**src/rtl/mips_pkg.sv**
```systemverilog
// Shared definitions for the MIPS pipeline control blocks: forwarding mux
// encodings, the multiply/divide sequencer states and a register-match helper.
package mips_pkg;

    localparam logic [1:0] FWD_RF  = 2'b00;
    localparam logic [1:0] FWD_WB  = 2'b01;
    localparam logic [1:0] FWD_MEM = 2'b10;

    typedef enum logic [1:0] {
        IDLE = 2'b00,
        BUSY = 2'b01,
        DONE = 2'b10
    } md_state_t;

    // $0 is hardwired to zero, so a write to it never creates a dependency.
    function automatic logic reg_match(input logic [4:0] dst, input logic [4:0] src);
        return (dst != 5'd0) && (dst == src);
    endfunction

endpackage

```
**src/rtl/muldiv_seq.sv**
```systemverilog
// Multiply/divide occupancy sequencer: tracks how long the multi-cycle unit
// stays busy and pulses done for one cycle when HI/LO become valid.
module muldiv_seq
    import mips_pkg::*;
#(
    parameter int MUL_LAT = 4,
    parameter int DIV_LAT = 32,
    parameter int CNT_W   = 6
) (
    input  logic clk,
    input  logic rst_n,
    input  logic start,
    input  logic is_div,
    output logic busy,
    output logic done
);

    md_state_t          state;
    md_state_t          state_next;
    logic [CNT_W-1:0]   cnt;
    logic [CNT_W-1:0]   cnt_next;
    logic [CNT_W-1:0]   cnt_load;

    assign cnt_load = is_div ? CNT_W'(DIV_LAT - 1) : CNT_W'(MUL_LAT - 1);

    always_ff @(posedge clk) begin
        if (!rst_n) begin
            state <= IDLE;
            cnt   <= '0;
        end else begin
            state <= state_next;
            cnt   <= cnt_next;
        end
    end

    // A start arriving while BUSY is ignored; ID is held by the stall logic.
    always_comb begin
        state_next = state;
        cnt_next   = cnt;
        case (state)
            IDLE: begin
                if (start) begin
                    state_next = BUSY;
                    cnt_next   = cnt_load;
                end
            end
            BUSY: begin
                if (cnt == '0) begin
                    state_next = DONE;
                end else begin
                    cnt_next = cnt - CNT_W'(1);
                end
            end
            DONE: begin
                if (start) begin
                    state_next = BUSY;
                    cnt_next   = cnt_load;
                end else begin
                    state_next = IDLE;
                end
            end
            default: begin
                state_next = IDLE;
                cnt_next   = '0;
            end
        endcase
    end

    assign busy = (state == BUSY);
    assign done = (state == DONE);

endmodule

```
**src/rtl/hazard_ctrl.sv**
```systemverilog
// Pipeline hazard controller for the 5-stage MIPS core: stall/flush control,
// ID and EX forwarding selects, mul/div sequencing and a stall-cycle counter.
module hazard_ctrl
    import mips_pkg::*;
#(
    parameter int MUL_LAT = 4,
    parameter int DIV_LAT = 32,
    parameter int CNT_W   = 6
) (
    input  logic        clk,
    input  logic        rst_n,
    input  logic [4:0]  Rs_D,
    input  logic [4:0]  Rt_D,
    input  logic [4:0]  Rs_E,
    input  logic [4:0]  Rt_E,
    input  logic [4:0]  WriteReg_E,
    input  logic [4:0]  WriteReg_M,
    input  logic [4:0]  WriteReg_W,
    input  logic        RegWrite_E,
    input  logic        RegWrite_M,
    input  logic        RegWrite_W,
    input  logic        MemtoReg_E,
    input  logic        MemtoReg_M,
    input  logic        Branch_D,
    input  logic        MulDivStart_E,
    input  logic        MulDivIsDiv_E,
    input  logic        MulDivUse_D,
    output logic        StallF,
    output logic        StallD,
    output logic        FlushE,
    output logic [1:0]  ForwardAE,
    output logic [1:0]  ForwardBE,
    output logic        ForwardAD,
    output logic        ForwardBD,
    output logic        MulDivBusy,
    output logic        MulDivDone,
    output logic [31:0] StallCount
);

    logic        lw_stall;
    logic        br_stall;
    logic        md_stall;
    logic        stall;
    logic        md_busy;
    logic        md_done;
    logic [31:0] stall_count;

    muldiv_seq #(
        .MUL_LAT (MUL_LAT),
        .DIV_LAT (DIV_LAT),
        .CNT_W   (CNT_W)
    ) u_muldiv_seq (
        .clk    (clk),
        .rst_n  (rst_n),
        .start  (MulDivStart_E),
        .is_div (MulDivIsDiv_E),
        .busy   (md_busy),
        .done   (md_done)
    );

    // MEM is the younger producer, so it takes priority over WB.
    function automatic logic [1:0] fwd_sel(input logic [4:0] src);
        if (RegWrite_M && reg_match(WriteReg_M, src)) begin
            return FWD_MEM;
        end else if (RegWrite_W && reg_match(WriteReg_W, src)) begin
            return FWD_WB;
        end
        return FWD_RF;
    endfunction

    always_comb begin
        lw_stall = MemtoReg_E & (reg_match(Rt_E, Rs_D) | reg_match(Rt_E, Rt_D));
        br_stall = Branch_D &
                   ((RegWrite_E & (reg_match(WriteReg_E, Rs_D) | reg_match(WriteReg_E, Rt_D))) |
                    (MemtoReg_M & (reg_match(WriteReg_M, Rs_D) | reg_match(WriteReg_M, Rt_D))));
        md_stall = MulDivUse_D & (md_busy | MulDivStart_E);
        stall    = lw_stall | br_stall | md_stall;
    end

    // While in reset the ID/EX register is held flushed and everything else is quiet.
    always_comb begin
        StallF     = 1'b0;
        StallD     = 1'b0;
        FlushE     = 1'b1;
        ForwardAE  = FWD_RF;
        ForwardBE  = FWD_RF;
        ForwardAD  = 1'b0;
        ForwardBD  = 1'b0;
        MulDivBusy = 1'b0;
        MulDivDone = 1'b0;
        if (rst_n) begin
            StallF     = stall;
            StallD     = stall;
            FlushE     = stall;
            ForwardAE  = fwd_sel(Rs_E);
            ForwardBE  = fwd_sel(Rt_E);
            ForwardAD  = RegWrite_M & reg_match(WriteReg_M, Rs_D);
            ForwardBD  = RegWrite_M & reg_match(WriteReg_M, Rt_D);
            MulDivBusy = md_busy;
            MulDivDone = md_done;
        end
    end

    always_ff @(posedge clk) begin
        if (!rst_n) begin
            stall_count <= '0;
        end else if (stall && (stall_count != 32'hFFFF_FFFF)) begin
            stall_count <= stall_count + 32'd1;
        end
    end

    assign StallCount = stall_count;

endmodule

```
**config.mk**
```make
export PLATFORM = sky130hd
export DESIGN_NAME = hazard_ctrl
export DESIGN_NICKNAME = d
export VERILOG_FILES = /design/src/rtl/mips_pkg.sv /design/src/rtl/muldiv_seq.sv /design/src/rtl/hazard_ctrl.sv
export SDC_FILE = /design/constraint.sdc
export NUM_CORES = 1
export LEC_CHECK = 0
export CAP_MARGIN = 25
export CORE_MARGIN = 3
export CORE_UTILIZATION = 52
export DETAILED_ROUTE_END_ITERATION = 10
export GPL_ROUTABILITY_DRIVEN = 0
export PLACE_DENSITY = 0.87
export SYNTH_ARGS = -nofsm -noshare
export SYNTH_HDL_FRONTEND = slang
export SYNTH_SLANG_ARGS = --single-unit
```
**constraint.sdc**
```tcl
create_clock -name clk -period 6.2 [get_ports clk]
set_clock_uncertainty 0.05 [all_clocks]
set_input_delay 1.55 -clock clk [delete_from_list [all_inputs] [get_ports clk]]
set_output_delay 1.55 -clock clk [all_outputs]
set_load 0.01 [all_outputs]
```
**After elaboration in Yosys (flattened, before gate mapping)**

Cells that the tools add are included.
W data, S select, Z words.

- Logic and storage cells: 88
- Output and inout port bits: 43
- Flip-flop bits (word level): 40
- Input bits: 46

- Equality and inequality tests: 17
- Bitwise gates (word level): 14
- Add/subtract/negate cells: 2
- Multiplexer cells: 28
- Reduce and logical (&&, ||, !) cells: 24

Operators with widths:

| operator | count |
|---|---|
| $eq A5 B5 Y1 | 10 |
| $add A32 B1 Y32 const B | 1 |
| $ne A32 B32 Y1 const B | 1 |
| $mux W2 | 10 |
| $reduce_bool A5 Y1 | 4 |
| $logic_and A1 B1 Y1 | 15 |
| $mux W1 | 13 |
| $mux W6 | 2 |
| $pmux W6 S2 | 1 |
| $and A1 B1 Y1 | 7 |
| $or A1 B1 Y1 | 7 |
| $logic_not A6 Y1 | 1 |
| $pmux W2 S3 | 1 |
| $sub A6 B1 Y6 const B | 1 |
| $mux W5 | 1 |
| $ne A2 B1 Y1 const B | 2 |
| $ne A2 B2 Y1 const B | 2 |
| $reduce_and A2 Y1 | 2 |
| $eq A2 B1 Y1 const B | 1 |
| $eq A2 B2 Y1 const B | 1 |
| $logic_not A2 Y1 | 1 |
| $reduce_or A2 Y1 | 1 |

**Logic depth before layout (Yosys ltp)**

Gate-level depths: netlist (run 1).

- Depth in word-level cells: 9
- Gate-level depth with buffers: 10
- Mapped depth without buffers: 8

**Modules after synthesis**

A second synthesis (run 1) with hierarchy kept.

- Cells, all modules: 366
- Area total of the unflattened synthesis: 2,890.3 um^2

By module, submodules not included:

| module | area each (um^2) | times used | sequential area each (um^2) | cells an instance |
|---|---|---|---|---|
| hazard_ctrl | 2,401.1 | 1 | 640.6 | 309 |
| muldiv_seq | 489.2 | 1 | 160.2 | 57 |

**Worst setup path before layout (run 1)**

Ideal clock, no wire load.

- Path kind: input port to output port
- Start: in WriteReg_M[2]
- End: out StallF
- Buffers on the path: 4
- Required time: 4.600 ns
- Cell stages on the path: 8
- Data arrival time: 3.142 ns
- Slack: 1.458 ns
- Path through: buf_2 > or4_1 > o211ai_2 > o2111a_2 > buf_6 > buf_6 > nor2_1 > buf_4

- Word-level cells in the longest chain between the ends: 9
- Elaborated cells on any way between the ends: 12
- Those cells by class: eq/ne (2); mux (1); bitwise (6); reduce/logical (3)

RTL lines:

| element | line | text |
|---|---|---|
| start: declaration | hazard_ctrl.sv:17 | `input logic [4:0] WriteReg_M,` |
| $eq A5 B5 Y1 / $reduce_bool A5 Y1 (equally long branches) | mips_pkg.sv:17 | `return (dst != 5'd0) && (dst == src);` |
| $logic_and A1 B1 Y1 | mips_pkg.sv:17 |  |
| $or A1 B1 Y1 (*) | hazard_ctrl.sv:75 | `(MemtoReg_M & (reg_match(WriteReg_M, Rs_D) \| reg_match(WriteReg_M, Rt_D))));` |
| $and A1 B1 Y1 (*) | hazard_ctrl.sv:75 |  |
| $or A1 B1 Y1 (*) | hazard_ctrl.sv:74 | `((RegWrite_E & (reg_match(WriteReg_E, Rs_D) \| reg_match(WriteReg_E, Rt_D))) \|` |
| $and A1 B1 Y1 (*) | hazard_ctrl.sv:73 | `br_stall = Branch_D &` |
| $or A1 B1 Y1 (*) (2 in a row) | hazard_ctrl.sv:77 | `stall = lw_stall \| br_stall \| md_stall;` |
| $mux W1 (*) | -- |  |
| end: declaration | hazard_ctrl.sv:28 | `output logic StallF,` |

Mark *: on every way between the ends. The rest lies on a longest branch, timed or not.

**Worst setup path in the final report (run 1)**

- Start: in WriteReg_M[1]
- End: out ForwardBE[0]

- Word-level cells in the longest chain between the ends: 7
- Elaborated cells on any way between the ends: 9
- Those cells by class: eq/ne (1); mux (5); reduce/logical (3)

RTL lines:

| element | line | text |
|---|---|---|
| $eq A5 B5 Y1 / $reduce_bool A5 Y1 (equally long branches) | mips_pkg.sv:17 |  |
| $logic_and A1 B1 Y1 (*) | mips_pkg.sv:17 |  |
| $logic_and A1 B1 Y1 (*) | hazard_ctrl.sv:63 | `if (RegWrite_M && reg_match(WriteReg_M, src)) begin` |
| $mux W1 | hazard_ctrl.sv:63 |  |
| $mux W1 | hazard_ctrl.sv:91 | `if (rst_n) begin` |
| $mux W2 (*) | hazard_ctrl.sv:68 | `return FWD_RF;` |
| $mux W2 (*) | hazard_ctrl.sv:91 |  |
| end: declaration | hazard_ctrl.sv:32 | `output logic [1:0] ForwardBE,` |

Mark *: on every way between the ends. The rest lies on a longest branch, timed or not. The select of a mux whose other input is x is not followed.

==> metrics.txt, run 1 <==
Clock Power Share 0.306; TritonCTS Buffers 5; Skew-Pair Late Insertion Delay 0.30 ns; CTS sink cnt 40; Required @ worst endpoint 4.60 ns; cts hold-fix bufs 0; initial DRC count 173; beginning of the critical path WriteReg_M[1]; io pins 89; Worst Path Max Fanout 5; Detailed Route WL 7810 um; final hold violation count 0; WL per Instance 15.4 um; Total Routing Usage GR 0.238; Reg2Reg Depth 8; highest ir drop seen on vdd 0.0948 mV; Sw Ratio 0.294; CP Class in2out; first-pass GRT wire length 12,700 um; fraction of registers with async set/reset 0; Area growth syn-to-layout 29.7%; Synth Area per Inst 8.28 um2; Hold Crit Depth 2; Final setup viols 0; initial antenna violation count 0; worst reg2reg startpoint StallCount[0]; total gr overflow 0; clock root cell clkbuf_8; die height 82.2 um; Rel. slew slack 0.533; net switching power 177 uW; die area 0.00676 mm2; H-tree depth 2; Startpoint Class primary input; Gate Count Post-Synth 365; Synth warnings 0; MaxCap Viol Count 0; Reg-to-Reg End StallCount[25]; drt pass-1 iters 4; sequential share of power 0.451; post-layout util 0.703; setup TNS 0 ns; initial core utilization 0.542; Clock Tree Buf Depth 2; Post-CTS Setup Bufs 0; status finished, final reports clean; unrepaired setup endpoints after global routing false; Core ar. 0.00557 mm2; sequential area share after synthesis 0.265; Mapped Area 0.00302 mm2; Post-synth EDFFs 0; area leader, netlist dfxtp_1; syn nets 413; Synth cell types 50; P per Cell Area 153 mW/mm2; Synth Flop Type dfxtp_1; antenna diode count 0; overall die width 82.2 um; HPWL after DPL 6030 um; Tmin final 5.56 ns; Critical Path AT 3.96 ns; HP Start StallCount[8]; reg2reg setup slack 3.68 ns; largest net degree at the start of global routing 39; Placement Setup Slack 0.677 ns; hold endpoint StallCount[8]; drt drc 0; leak pwr 0.00125 uW; CTS resizes 0; CTS tree built; Setup crit end kind output port; Reg clk slew, reported paths 0.07 ns; share of the synthesized area in the top cell type 0.265; share of cells above drive strength 1 0.0709; largest cells by area after synthesis dfxtp_1, xnor2_1, xor2_1, mux2i_1, nand3_1; vias in the first global route 2,865; Int Pwr 424 uW; Yosys reg bits 40; I/O Buffers 88; via count 2,991; synth cell count leaders dfxtp_1, nand2_1, xnor2_1; most frequent cell after synthesis dfxtp_1; Final Cycle Share 0.897; Final Max Tran Viols 0; Rows 27; Tightest Pin Transition 0.700 ns; vias per cell 5.88; Final ANT Viol Nets 0; Final nets 484; overall power 601 uW; fmax 0.180 GHz; Final Worst Setup Slack 0.636 ns; combinational group share of total power 0.243; worst hold slack 0.435 ns; Hold Crit Class reg2reg
## stage by stage
| step | std cells | cell area, um2 |
|---|---|---|
| floorplan | 365 | 3020 |
| global placement | 500 | 3810 |
| detailed placement | 501 | 3820 |
| CTS | 509 | 3920 |
| global route | 509 | 3920 |
| finish | 509 | 3920 |
## logic make-up (layout without fill, tap and decap cells)
group                    Yosys count  after routing  share of synthesized area
AO/OA/AOI/OAI                     63             63                      0.138
XOR/XNOR                          51             51                      0.148
adder cells (fa/ha/maj)            2              2                    0.00828
buffers and inverters             33            105                     0.0725
flip-flops                        40             40                      0.265
multiplexers                      12             12                     0.0398
AND/OR/NAND/NOR                  164            164                      0.329
## state kept, by name, summed over array words and instances, names as in the netlist
register	flops
u_muldiv_seq.state	2
StallCount	32
u_muldiv_seq.cnt	6
## power groups by stage
stage,clock network (uW),logic (uW),registers (uW)
3_5_place_dp,0,145,277
2_1_floorplan,0,98.4,275
6_report,184,146,271
5_1_grt,198,161,272
3_3_place_gp,0,141,276
4_1_cts,187,146,271
## worst max path at each step
| stage | endpoint | depth (start not counted) | slack, ns |
|---|---|---|---|
| after CTS | ForwardBE[0] | 7 | 0.65 |
| final | ForwardBE[0] | 7 | 0.64 |
| after global routing | ForwardBE[0] | 7 | 0.50 |
| after floorplan | StallF | 8 | 1.46 |
| after global placement | ForwardBE[0] | 7 | 0.70 |
| after detailed placement | ForwardBE[0] | 7 | 0.68 |
## metal layers
layer	global-route usage	wire (um)
met1	0.266	3150
met2	0.424	3850
met3	0.0651	621
met4	0.0930	183
met5	0	0
## area by class of cell
| type | instances | area [um2] |
|---|---|---|
| Fill cell | 447 | 1660 |
| Tap cell | 72 | 90.1 |
| Inverter | 5 | 18.8 |
| Multi-Input combinational cell | 292 | 2000 |
| Clock inverter | 1 | 7.51 |
| Sequential cell | 40 | 801 |
| Timing Repair Buffer | 92 | 915 |
| Clock buffer | 7 | 86.3 |
## cell usage in the layout (no fill, tap or decap), types with 6 or more instances in the layout
cell type / instances
or4_1: 14
nand2b_1: 16
o31ai_1: 7
a21oi_1: 21
mux2i_1: 12
dfxtp_1: 40
clkbuf_8: 6
nand2_1: 30
xor2_1: 21
or3_1: 12
clkdlybuf4s50_1: 88
xnor2_1: 30
nand4_1: 7
nor3_1: 7
nor2_1: 15
and3_1: 9
o21ai_0: 6
nor3_2: 8
nand3_1: 23
o21ai_1: 12
## worst max-delay path, cell delays in order
cell and delay (ns):
clkdlybuf4s50_1 0.54, or4_1 0.62, o21a_1 0.23, nand4_1 0.10, nor3_1 0.06, nor4_1 0.28
clkdlybuf4s50_1 0.58
Note: power is estimated with default switching activity, not from simulation.
==> run 2, diff against run 1 <==
- SKIP_LAST_GASP: default -> 1
==> results of run 2 <==
Same layout as run 1: the final DEF is identical, and so are final timing and power.
==> run 3, diff against run 2 <==
--- a/constraint.sdc
+++ b/constraint.sdc
@@ -3,3 +3,3 @@
 set_input_delay 1.55 -clock clk [delete_from_list [all_inputs] [get_ports clk]]
 set_output_delay 1.55 -clock clk [all_outputs]
-set_load 0.01 [all_outputs]
+set_load 0.1 [all_outputs]
==> run 3 against run 2 <==
- cell area up 2.8%
- power is 12% higher
- register-to-register slack improved by 0.02 ns
- count of clock-buffer cells in the layout fell by 2
- largest cell class unchanged
- critical path type unchanged
- sequential cell count did not move
==> metrics.txt, run 3 (same netlist as run 1, synthesis figures left out) <==
status finished, final reports clean; largest net degree at the start of global routing 53; Clock Tree Buf Depth 2; Final Cell Area 0.00403 mm2; initial DRC count 160; total gr overflow 0; Sw Ratio 0.317; placed inst area 0.00391 mm2; commonest non-fill, non-tap cell in the layout clkdlybuf4s50_1; most frequent cells in the layout clkdlybuf4s50_1, dfxtp_1, xnor2_1, nand2_1, nand3_1; Tightest Pin Transition 1.04 ns; Rows 27; Final ANT Viol Nets 0; Startpoint Class primary input; Reg clk slew, reported paths 0.08 ns; Worst Path Max Fanout 5; Fillers 414; Reg2Reg Depth 8; via count 2,963; worst hold slack 0.430 ns; reg2reg setup slack 3.70 ns; combinational group share of total power 0.266; sequential share of power 0.402; Critical Path AT 3.78 ns; WL per Instance 15.8 um; share of cells above drive strength 1 0.106; I/O Buffers 88; highest ir drop seen on vdd 0.137 mV; MaxCap Viol Count 0; Reg-to-Reg End StallCount[21]; Final setup viols 0; die area 0.00676 mm2; CTS tree built; Detailed Route WL 8030 um; Total Routing Usage GR 0.240; Final Max Tran Viols 0; die height 82.2 um; clock root cell clkbuf_8; TritonCTS Buffers 5; net switching power 214 uW; setup TNS 0 ns; P per Cell Area 167 mW/mm2; vias per cell 5.83; vias in the first global route 2,810; Setup crit end kind output port; io pins 89; initial antenna violation count 0; fin cells 508; worst reg2reg startpoint StallCount[0]; Rel. slew slack 0.304; unrepaired setup endpoints after global routing false; number of flip-flops in the largest register 32; H-tree depth 2; Placed Cells 500; CTS resizes 0; Post-CTS Setup Bufs 0; cts hold-fix bufs 0; Tmin final 5.38 ns; CTS sink cnt 40; first-pass GRT wire length 12,800 um; initial core utilization 0.542; drt drc 0; HPWL after DPL 6160 um; Final nets 483; Int Pwr 459 uW; Final Cycle Share 0.867; overall power 673 uW; beginning of the critical path WriteReg_M[1]; antenna diode count 0; Required @ worst endpoint 4.60 ns; Area growth syn-to-layout 33.4%; Clock Power Share 0.331; final hold violation count 0; leak pwr 0.00130 uW; Skew-Pair Late Insertion Delay 0.30 ns; CP Class in2out; fmax 0.186 GHz; Hold Crit Class reg2reg; Core ar. 0.00557 mm2; overall die width 82.2 um; drt pass-1 iters 4; CP Capture Point ForwardBE[0]
run 3: cell types whose count changed in the layout (fill, tap and decap cells not counted), moves of 2 or more:
cell | before | now
buf_12 | 0 | 8
buf_4 | 3 | 5
nor4_2 | 2 | 5
nor4_1 | 5 | 2
clkdlybuf4s50_1 | 88 | 77
run 3: worst min-delay path by stage:
stage	cells past startpoint	to	slack [ns]	start
after floorplan	2	u_muldiv_seq.cnt[2]	0.44	u_muldiv_seq.cnt[2]
after global placement	2	StallCount[28]	0.41	StallCount[28]
after detailed placement	2	StallCount[28]	0.42	StallCount[28]
after CTS	2	StallCount[28]	0.43	StallCount[28]
after global routing	2	StallCount[8]	0.46	StallCount[8]
final	2	StallCount[28]	0.43	StallCount[28]
run 3: worst max-delay path, cell delays in order:
cell	delay, ns
clkdlybuf4s50_1	0.55
or4_1	0.63
o21a_1	0.23
nand4_1	0.12
nor3_1	0.08
nor4_2	0.39
buf_12	0.22
run 3: metrics by stage:
step,util,setup slack [ns]
2_1_floorplan,-,0.0621
5_1_grt,0.723,0.741
3_5_place_dp,0.702,0.851
6_report,0.723,0.824
4_1_cts,0.723,0.851
3_3_place_gp,0.700,0.909
run 3: area by class of cell:
cell class	instances	area, um2	share of cell area
multi-input combinational	292	2020	0.502
timing repair buffer	91	980	0.243
sequential	40	801	0.199
tap	72	90.1	0.0224
clock buffer	5	68.8	0.0171
clock inverter	3	46.3	0.0115
inverter	5	18.8	0.00466
run 3: power groups by stage:
stage / logic, uW / registers (uW) / clock network (uW)
floorplan: 118 / 284 / 0
global placement: 175 / 276 / 0
detailed placement: 179 / 276 / 0
CTS: 179 / 271 / 225
global route: 194 / 272 / 234
finish: 179 / 271 / 223
run 3: per-layer routing:
metal / track usage / part of all wire / vias up
met1: 0.301 / 0.41 / 1380
met2: 0.416 / 0.51 / 106
met3: 0.0412 / 0.059 / 19
met4: 0.0731 / 0.018 / 0
met5: 0 / 0 / -
li1: - / - / 1458
